[config.mk]
export PLATFORM = sky130hd
export DESIGN_NAME = wb_stage
export DESIGN_NICKNAME = d
export VERILOG_FILES = /design/src/rtl/wb_stage.sv
export SDC_FILE = /design/constraint.sdc
export NUM_CORES = 1
export LEC_CHECK = 0
export BUFFER_PORTS_ARGS = -buffer_cell sky130_fd_sc_hd__buf_2
export CAP_MARGIN = 5
export CORE_ASPECT_RATIO = 1.4
export CORE_MARGIN = 2
export CORE_UTILIZATION = 57
export CTS_CLUSTER_DIAMETER = 40
export DETAILED_ROUTE_END_ITERATION = 7
export PLACE_DENSITY = 0.92
export SLEW_MARGIN = 40
export SYNTH_ARGS = -nofsm -noshare
export SYNTH_HDL_FRONTEND = slang
export SYNTH_SLANG_ARGS = --single-unit
[constraint.sdc]
create_clock -name clk -period 10.2 [get_ports clk]
set_input_delay 2.04 -clock clk [delete_from_list [all_inputs] [get_ports clk]]
set_output_delay 2.04 -clock clk [all_outputs]
set_load 0.1 [all_outputs]
[src/rtl/wb_stage.sv]
// -----------------------------------------------------------------------------
// wb_stage -- MEM/WB pipeline register and write-back logic for the pipelined
// MIPS core.
//
// This stage holds the instruction that has left MEM. From that registered
// instruction it extracts and extends the load data, drives the register-file
// write port, flags misaligned loads and counts retired instructions. The
// write port (d, wn, we) also feeds the ID-stage forwarding comparators.
//
// Ports
//   clk      in   rising-edge clock
//   clr      in   asynchronous, active-high reset
//   m_valid  in   MEM stage holds a real instruction
//   m_wreg   in   instruction writes a register
//   m_m2reg  in   1: write-back source is load data, 0: ALU result
//   m_rn     in   [4:0] destination register number
//   m_alu    in   [WIDTH-1:0] ALU result / effective address
//   m_mem    in   [WIDTH-1:0] word read from data memory (word-aligned)
//   m_ldt    in   [2:0] load type (000 lw, 001 lb, 010 lbu, 011 lh, 100 lhu,
//                 any other code behaves as lw)
//   stall    in   hold WB contents this cycle
//   flush    in   replace the incoming instruction with a bubble
//   d        out  [WIDTH-1:0] register-file write data (driven even if we=0)
//   wn       out  [4:0] register-file write number
//   we       out  register-file write enable
//   w_exc    out  misaligned-load exception, one pulse per faulting load
//   instret  out  [CNT_W-1:0] retired-instruction count, wraps
//
// Handshake: there is no valid/ready pair on this stage. An instruction sitting
// in WB commits on the one cycle where it is valid and stall is low; that is
// the cycle it leaves WB. stall takes priority over flush, and flush only
// affects the incoming instruction, never the one already in WB.
//
// All outputs are functions of registered state and stall only, so they are
// glitch-free relative to clk.
// -----------------------------------------------------------------------------
module wb_stage #(
  parameter int WIDTH = 32,
  parameter int CNT_W = 32
) (
  input  logic             clk,
  input  logic             clr,
  input  logic             m_valid,
  input  logic             m_wreg,
  input  logic             m_m2reg,
  input  logic [4:0]       m_rn,
  input  logic [WIDTH-1:0] m_alu,
  input  logic [WIDTH-1:0] m_mem,
  input  logic [2:0]       m_ldt,
  input  logic             stall,
  input  logic             flush,
  output logic [WIDTH-1:0] d,
  output logic [4:0]       wn,
  output logic             we,
  output logic             w_exc,
  output logic [CNT_W-1:0] instret
);

  // Load-type encodings. Codes 101..111 fall into the lw behaviour.
  localparam logic [2:0] LDT_LW  = 3'b000;
  localparam logic [2:0] LDT_LB  = 3'b001;
  localparam logic [2:0] LDT_LBU = 3'b010;
  localparam logic [2:0] LDT_LH  = 3'b011;
  localparam logic [2:0] LDT_LHU = 3'b100;

  // ---------------------------------------------------------------------------
  // Pipeline register
  // ---------------------------------------------------------------------------
  logic             valid_q, valid_d;
  logic             wreg_q,  wreg_d;
  logic             m2reg_q, m2reg_d;
  logic [4:0]       rn_q,    rn_d;
  logic [WIDTH-1:0] alu_q,   alu_d;
  logic [WIDTH-1:0] mem_q,   mem_d;
  logic [2:0]       ldt_q,   ldt_d;
  logic [CNT_W-1:0] instret_q, instret_d;

  // Derived write-back controls
  logic             commit;
  logic             misalign;
  logic             retire;
  logic [7:0]       byte_lane;
  logic [15:0]      half_lane;
  logic [WIDTH-1:0] load_data;

  always_ff @(posedge clk or posedge clr) begin
    if (clr) begin
      valid_q   <= 1'b0;
      wreg_q    <= 1'b0;
      m2reg_q   <= 1'b0;
      rn_q      <= 5'd0;
      alu_q     <= '0;
      mem_q     <= '0;
      ldt_q     <= 3'd0;
      instret_q <= '0;
    end else begin
      valid_q   <= valid_d;
      wreg_q    <= wreg_d;
      m2reg_q   <= m2reg_d;
      rn_q      <= rn_d;
      alu_q     <= alu_d;
      mem_q     <= mem_d;
      ldt_q     <= ldt_d;
      instret_q <= instret_d;
    end
  end

  // Next-state of the pipeline fields. stall is checked first so that a
  // simultaneous flush cannot destroy a held instruction.
  always_comb begin
    valid_d = valid_q;
    wreg_d  = wreg_q;
    m2reg_d = m2reg_q;
    rn_d    = rn_q;
    alu_d   = alu_q;
    mem_d   = mem_q;
    ldt_d   = ldt_q;
    if (!stall) begin
      if (flush) begin
        valid_d = 1'b0;
        wreg_d  = 1'b0;
        m2reg_d = 1'b0;
        rn_d    = 5'd0;
        alu_d   = '0;
        mem_d   = '0;
        ldt_d   = 3'd0;
      end else begin
        valid_d = m_valid;
        wreg_d  = m_wreg;
        m2reg_d = m_m2reg;
        rn_d    = m_rn;
        alu_d   = m_alu;
        mem_d   = m_mem;
        ldt_d   = m_ldt;
      end
    end
  end

  // ---------------------------------------------------------------------------
  // Misalignment detection (loads only)
  // ---------------------------------------------------------------------------
  always_comb begin
    misalign = 1'b0;
    if (m2reg_q) begin
      unique case (ldt_q)
        LDT_LB, LDT_LBU: misalign = 1'b0;
        LDT_LH, LDT_LHU: misalign = alu_q[0];
        default:         misalign = (alu_q[1:0] != 2'b00);
      endcase
    end
  end

  // ---------------------------------------------------------------------------
  // Big-endian lane selection and extension
  // ---------------------------------------------------------------------------
  // Address offset 0 is the most significant byte of the word.
  always_comb begin
    byte_lane = mem_q[31:24];
    unique case (alu_q[1:0])
      2'd0: byte_lane = mem_q[31:24];
      2'd1: byte_lane = mem_q[23:16];
      2'd2: byte_lane = mem_q[15:8];
      2'd3: byte_lane = mem_q[7:0];
    endcase
  end

  assign half_lane = alu_q[1] ? mem_q[15:0] : mem_q[31:16];

  always_comb begin
    load_data = mem_q;
    unique case (ldt_q)
      LDT_LB:  load_data = {{(WIDTH-8){byte_lane[7]}}, byte_lane};
      LDT_LBU: load_data = {{(WIDTH-8){1'b0}}, byte_lane};
      LDT_LH:  load_data = {{(WIDTH-16){half_lane[15]}}, half_lane};
      LDT_LHU: load_data = {{(WIDTH-16){1'b0}}, half_lane};
      LDT_LW:  load_data = mem_q;
      default: load_data = mem_q;
    endcase
  end

  // ---------------------------------------------------------------------------
  // Commit, write port, exception and retire counter
  // ---------------------------------------------------------------------------
  // An instruction commits on the cycle it leaves WB; a stalled instruction
  // stays put and commits later, so it is counted exactly once.
  assign commit = valid_q & ~stall;
  assign retire = commit & ~misalign;

  assign d     = m2reg_q ? load_data : alu_q;
  assign wn    = rn_q;
  // Register 0 is hard-wired to zero, so writes to it are suppressed here.
  assign we    = commit & wreg_q & (rn_q != 5'd0) & ~misalign;
  assign w_exc = commit & m2reg_q & misalign;

  // A write to r0 still retires; only bubbles, stalls and faulting loads
  // are excluded. The counter wraps naturally at 2^CNT_W.
  assign instret_d = retire ? instret_q + CNT_W'(1) : instret_q;
  assign instret   = instret_q;

endmodule

==> Word level (Yosys, flattened, before mapping) <==
Cells that the tools add are included.
{ "op_classes": {"reduce_logical": 5, "addsub": 1, "n_mux": 13, "eq_ne": 7, "n_bitwise": 9} }
{ "ops": {"columns": ["cell", "count"], "rows": [
  ["$pmux 32 s4", 1],
  ["$mux 32", 3],
  ["$add 32x1->32 const B", 1],
  ["$pmux 8 s4", 1],
  ["$mux 16", 1],
  ["$and 1x1->1", 7],
  ["$eq 3x2->1 const B", 2],
  ["$mux 5", 1],
  ["$reduce_bool 5->1", 1],
  ["$eq 2x2->1 const B", 2],
  ["$mux 1", 4],
  ["$reduce_or 2->1", 2],
  ["$eq 3x1->1 const B", 1],
  ["$eq 3x3->1 const B", 1],
  ["$mux 3", 1],
  ["$eq 2x1->1 const B", 1],
  ["$logic_not 2->1", 1],
  ["$not 1->1", 2],
  ["$pmux 1 s2", 1],
  ["$reduce_bool 2->1", 1]
]} }
{ "word_totals": {"wordCells": 43, "input_bits": 79, "ff_bits": 107, "output_inout_bits": 71} }

==> Longest topological paths before layout <==
{ "depth": {"ltp_word": 6, "depth_mapped": 7, "mapped_depth_nobuf": 5} }

==> Worst setup path after synthesis <==
Ideal clock, no wire load.
{ "synth_path": {"kind": "input to output", "startpoint": "in stall", "endpoint": "out w_exc", "arrival_ns": 4.388, "path_slack_ns": 3.772, "required_ns": 8.160, "stages": 3, "path_buffers": 1, "path_cell_list": "buf_2 > nand2b_1 > nor3_1"} }
{ "synth_between": {"elab_chain_cells": 4} }
{ "synth_rtl": {"columns": ["element", "line_no", "rtl"], "rows": [
  ["from (decl)", "50", "input logic stall,"],
  ["$not 1->1", "186", "assign commit = valid_q & ~stall;"],
  ["$and 1x1->1", "186", null],
  ["$and 1x1->1 (2 in a row)", "193", "assign w_exc = commit & m2reg_q & misalign;"],
  ["to (decl)", "55", "output logic w_exc,"]
]} }
Every way passes these cells.

==> Final worst setup path <==
{ "layout_path": {"startpoint": "in stall", "endpoint": "out we"} }
{ "layout_between": {"elab_chain_cells": 5} }
{ "layout_rtl": {"columns": ["element", "line_no", "rtl"], "rows": [
  ["$not 1->1", "186", null],
  ["$and 1x1->1", "186", null],
  ["$and 1x1->1 (3 in a row)", "192", "assign we = commit & wreg_q & (rn_q != 5'd0) & ~misalign;"],
  ["to (decl)", "54", "output logic we,"]
]} }
Every way passes these cells.

==> metrics.txt <==
cell area reported after detailed placement 6120 sq um; clock-pin slew on the worst setup and hold paths 0.07 ns; cell area after layout 6410 sq um; Max VDD drop 0.108 mV; synth-to-layout area growth 20.2%; Buf/Inv on CP 3; Final min period 5.55 ns; Reg area 2680 sq um; Final Hold Fails 0; WHS 0.465 ns; number of global-route vias before repair 4524; Worst path slowest cell buf_4; Slew @ Worst Pin 0.812 ns; row count 41; first-pass iteration count of the detailed router 8; pre-CTS setup slack 4.65 ns; largest net degree at the start of global routing 88; Synth top area share 50.2%; Final Cycle Share 54.4%; crit end category primary output; Hold Crit Depth 1; Root Buffer clkbuf_16; YS warnings 0; CTS resizes 0; PwrDens 186 nW/um^2; unrepaired setup endpoints after global routing no; placed insts 714; post-synthesis cell count 487; Port-buffer cells 149; gr usage total 28.4%; Post-synth EDFFs 0; Die H 118 microns; worst path cell trace buf_2, buf_4, nor2b_1, o21ai_2, nor2_1, buf_2; initial antenna violation count 0; post-synthesis sequential area ratio 50.2%; ys async rst share 100%; Hold-fix buffers, CTS 0; layout cells sized above 1 31.5%; H-tree levels 3; fin nets 698; first-pass GRT wire length 22.7 mm; most used cell, CP buf_2; failing checks design-rule violations; reg2reg setup slack 7.66 ns; clk_skew 0.00958 ns; Synth Register Bits 107; diode count 0; Via density 6.33; top_reg_cell synth dfrtp_1; GP Congestion 0.930; Max Fclk 180 MHz; critical path depth 6; crit-path max FO 79; Setup violations, final 0; worst path required time 8.16 ns; Core Box Area 9080 sq um; # fillers 659; clk sinks 107; kind of critical path input pin to primary output; synthesized area 5340 sq um; CP top delay family buffers and inverters; Max Cap Viol 0; Worst setup SP type input pin; Initial Util 58.8%; io pins 150; Routed Antenna Nets 0; dpl hpwl 10.1 mm; CP peak stage delay 0.62 ns; syn_area_per_cell 11.0 sq um; run status finished with violations; Die Width 85.8 microns; synth top area cells dfrtp_1, a22o_1, xnor2_1; via count 4616; routed length per placed instance 19.4 microns; CTS tree done; cell accounting for the most synthesized area dfrtp_1; Core Util, Final 70.6%; setup tns final 0 ns; post-route setup slack 4.65 ns; post-synth cell types 62; Synthesized Nets 567; total power 1.20 mW; P_leak 3.26 nW; r2r worst-path depth 6; gr ovfl total 0; WL final 14.1 mm; post-route insts no fill 729; Slew headroom 45.9%; Num CTS Buffers 9; latest clock arrival within the worst-skew pair 0.35 ns; fin. max-slew vios 0; CTS Buffer Depth 2; area occupied by multi-input gates 2480 sq um; residual DRC count 11; total die area 10200 sq um; postcts setup bufs 0; DRT iter0 DRCs 438; CP arrival 3.51 ns; worst hold path class register to register
[cell usage after synthesis (6+ instances only)]
library cell,count
a211o_1,12
a21oi_1,14
a221oi_1,6
a22o_1,74
and3_1,13
buf_1,7
clkbuf_1,17
dfrtp_1,107
inv_1,10
mux2i_1,7
nand2_1,35
nand3_1,14
nand4_1,6
nor2_1,29
nor2b_1,6
nor3_1,9
o21ai_0,15
xnor2_1,16
xor2_1,16
[layout by cell type (no fill, tap or decap), types with 14 or more instances in the layout]
master   instances
xnor2_1         16
buf_2          149
a22o_1          74
nor2_1          28
a21oi_1         14
xor2_1          16
nand3_1         14
nand2_1         35
o21ai_0         15
dfrtp_1        106
[metal layers]
layer / track usage (%) / part of all wire (%) / vias to the layer above
met2: 47.1 / 51 / 228
met4: 13.4 / 2.9 / 0
met3: 3.77 / 6.3 / 31
met1: 36.6 / 40 / 2283
met5: 0 / 0 / -
li1: - / - / 2074
[cell type report]
class	count	area share [%]
clock buffer	10	3.57
timing repair buffer	154	12.3
clock inverter	5	0.976
multi-input combinational	336	38.7
sequential	107	41.8
inverter	10	0.624
tap	107	2.09
[sequential cells by signal (all words and copies together), names as in the netlist]
name and count:
mem_q 32, wn 5, wreg_q 1, m2reg_q 1
valid_q 1, alu_q 32, ldt_q 3, instret 32
[logic make-up (layout without fill, tap and decap cells)]
group / count (synthesis) / count (layout) / synth area share, %
AO/OA/AOI/OAI: 147 / 147 / 22.7
multiplexers: 13 / 13 / 3.63
flip-flops: 107 / 107 / 50.2
AND/OR/NAND/NOR: 142 / 142 / 14.2
adder cells (fa/ha/maj): 2 / 2 / 0.445
XOR/XNOR: 32 / 32 / 5.25
buffers and inverters: 44 / 179 / 3.63
[power breakdown]
group	internal, mW	switching (mW)	total [mW]
clock	0.190	0.155	0.345
combinational	0.0831	0.272	0.355
sequential	0.454	0.0417	0.496
[worst paths after layout]
kind                        startpoint           to
setup / recovery                 stall           we
hold / removal             instret[31]  instret[31]
setup reg to reg               m2reg_q  instret[15]
hold reg to reg            instret[31]  instret[31]
max in group asynchronous          clr     alu_q[1]
min in group asynchronous          clr   instret[9]
No activity file was read; power rests on OpenSTA's default activity.
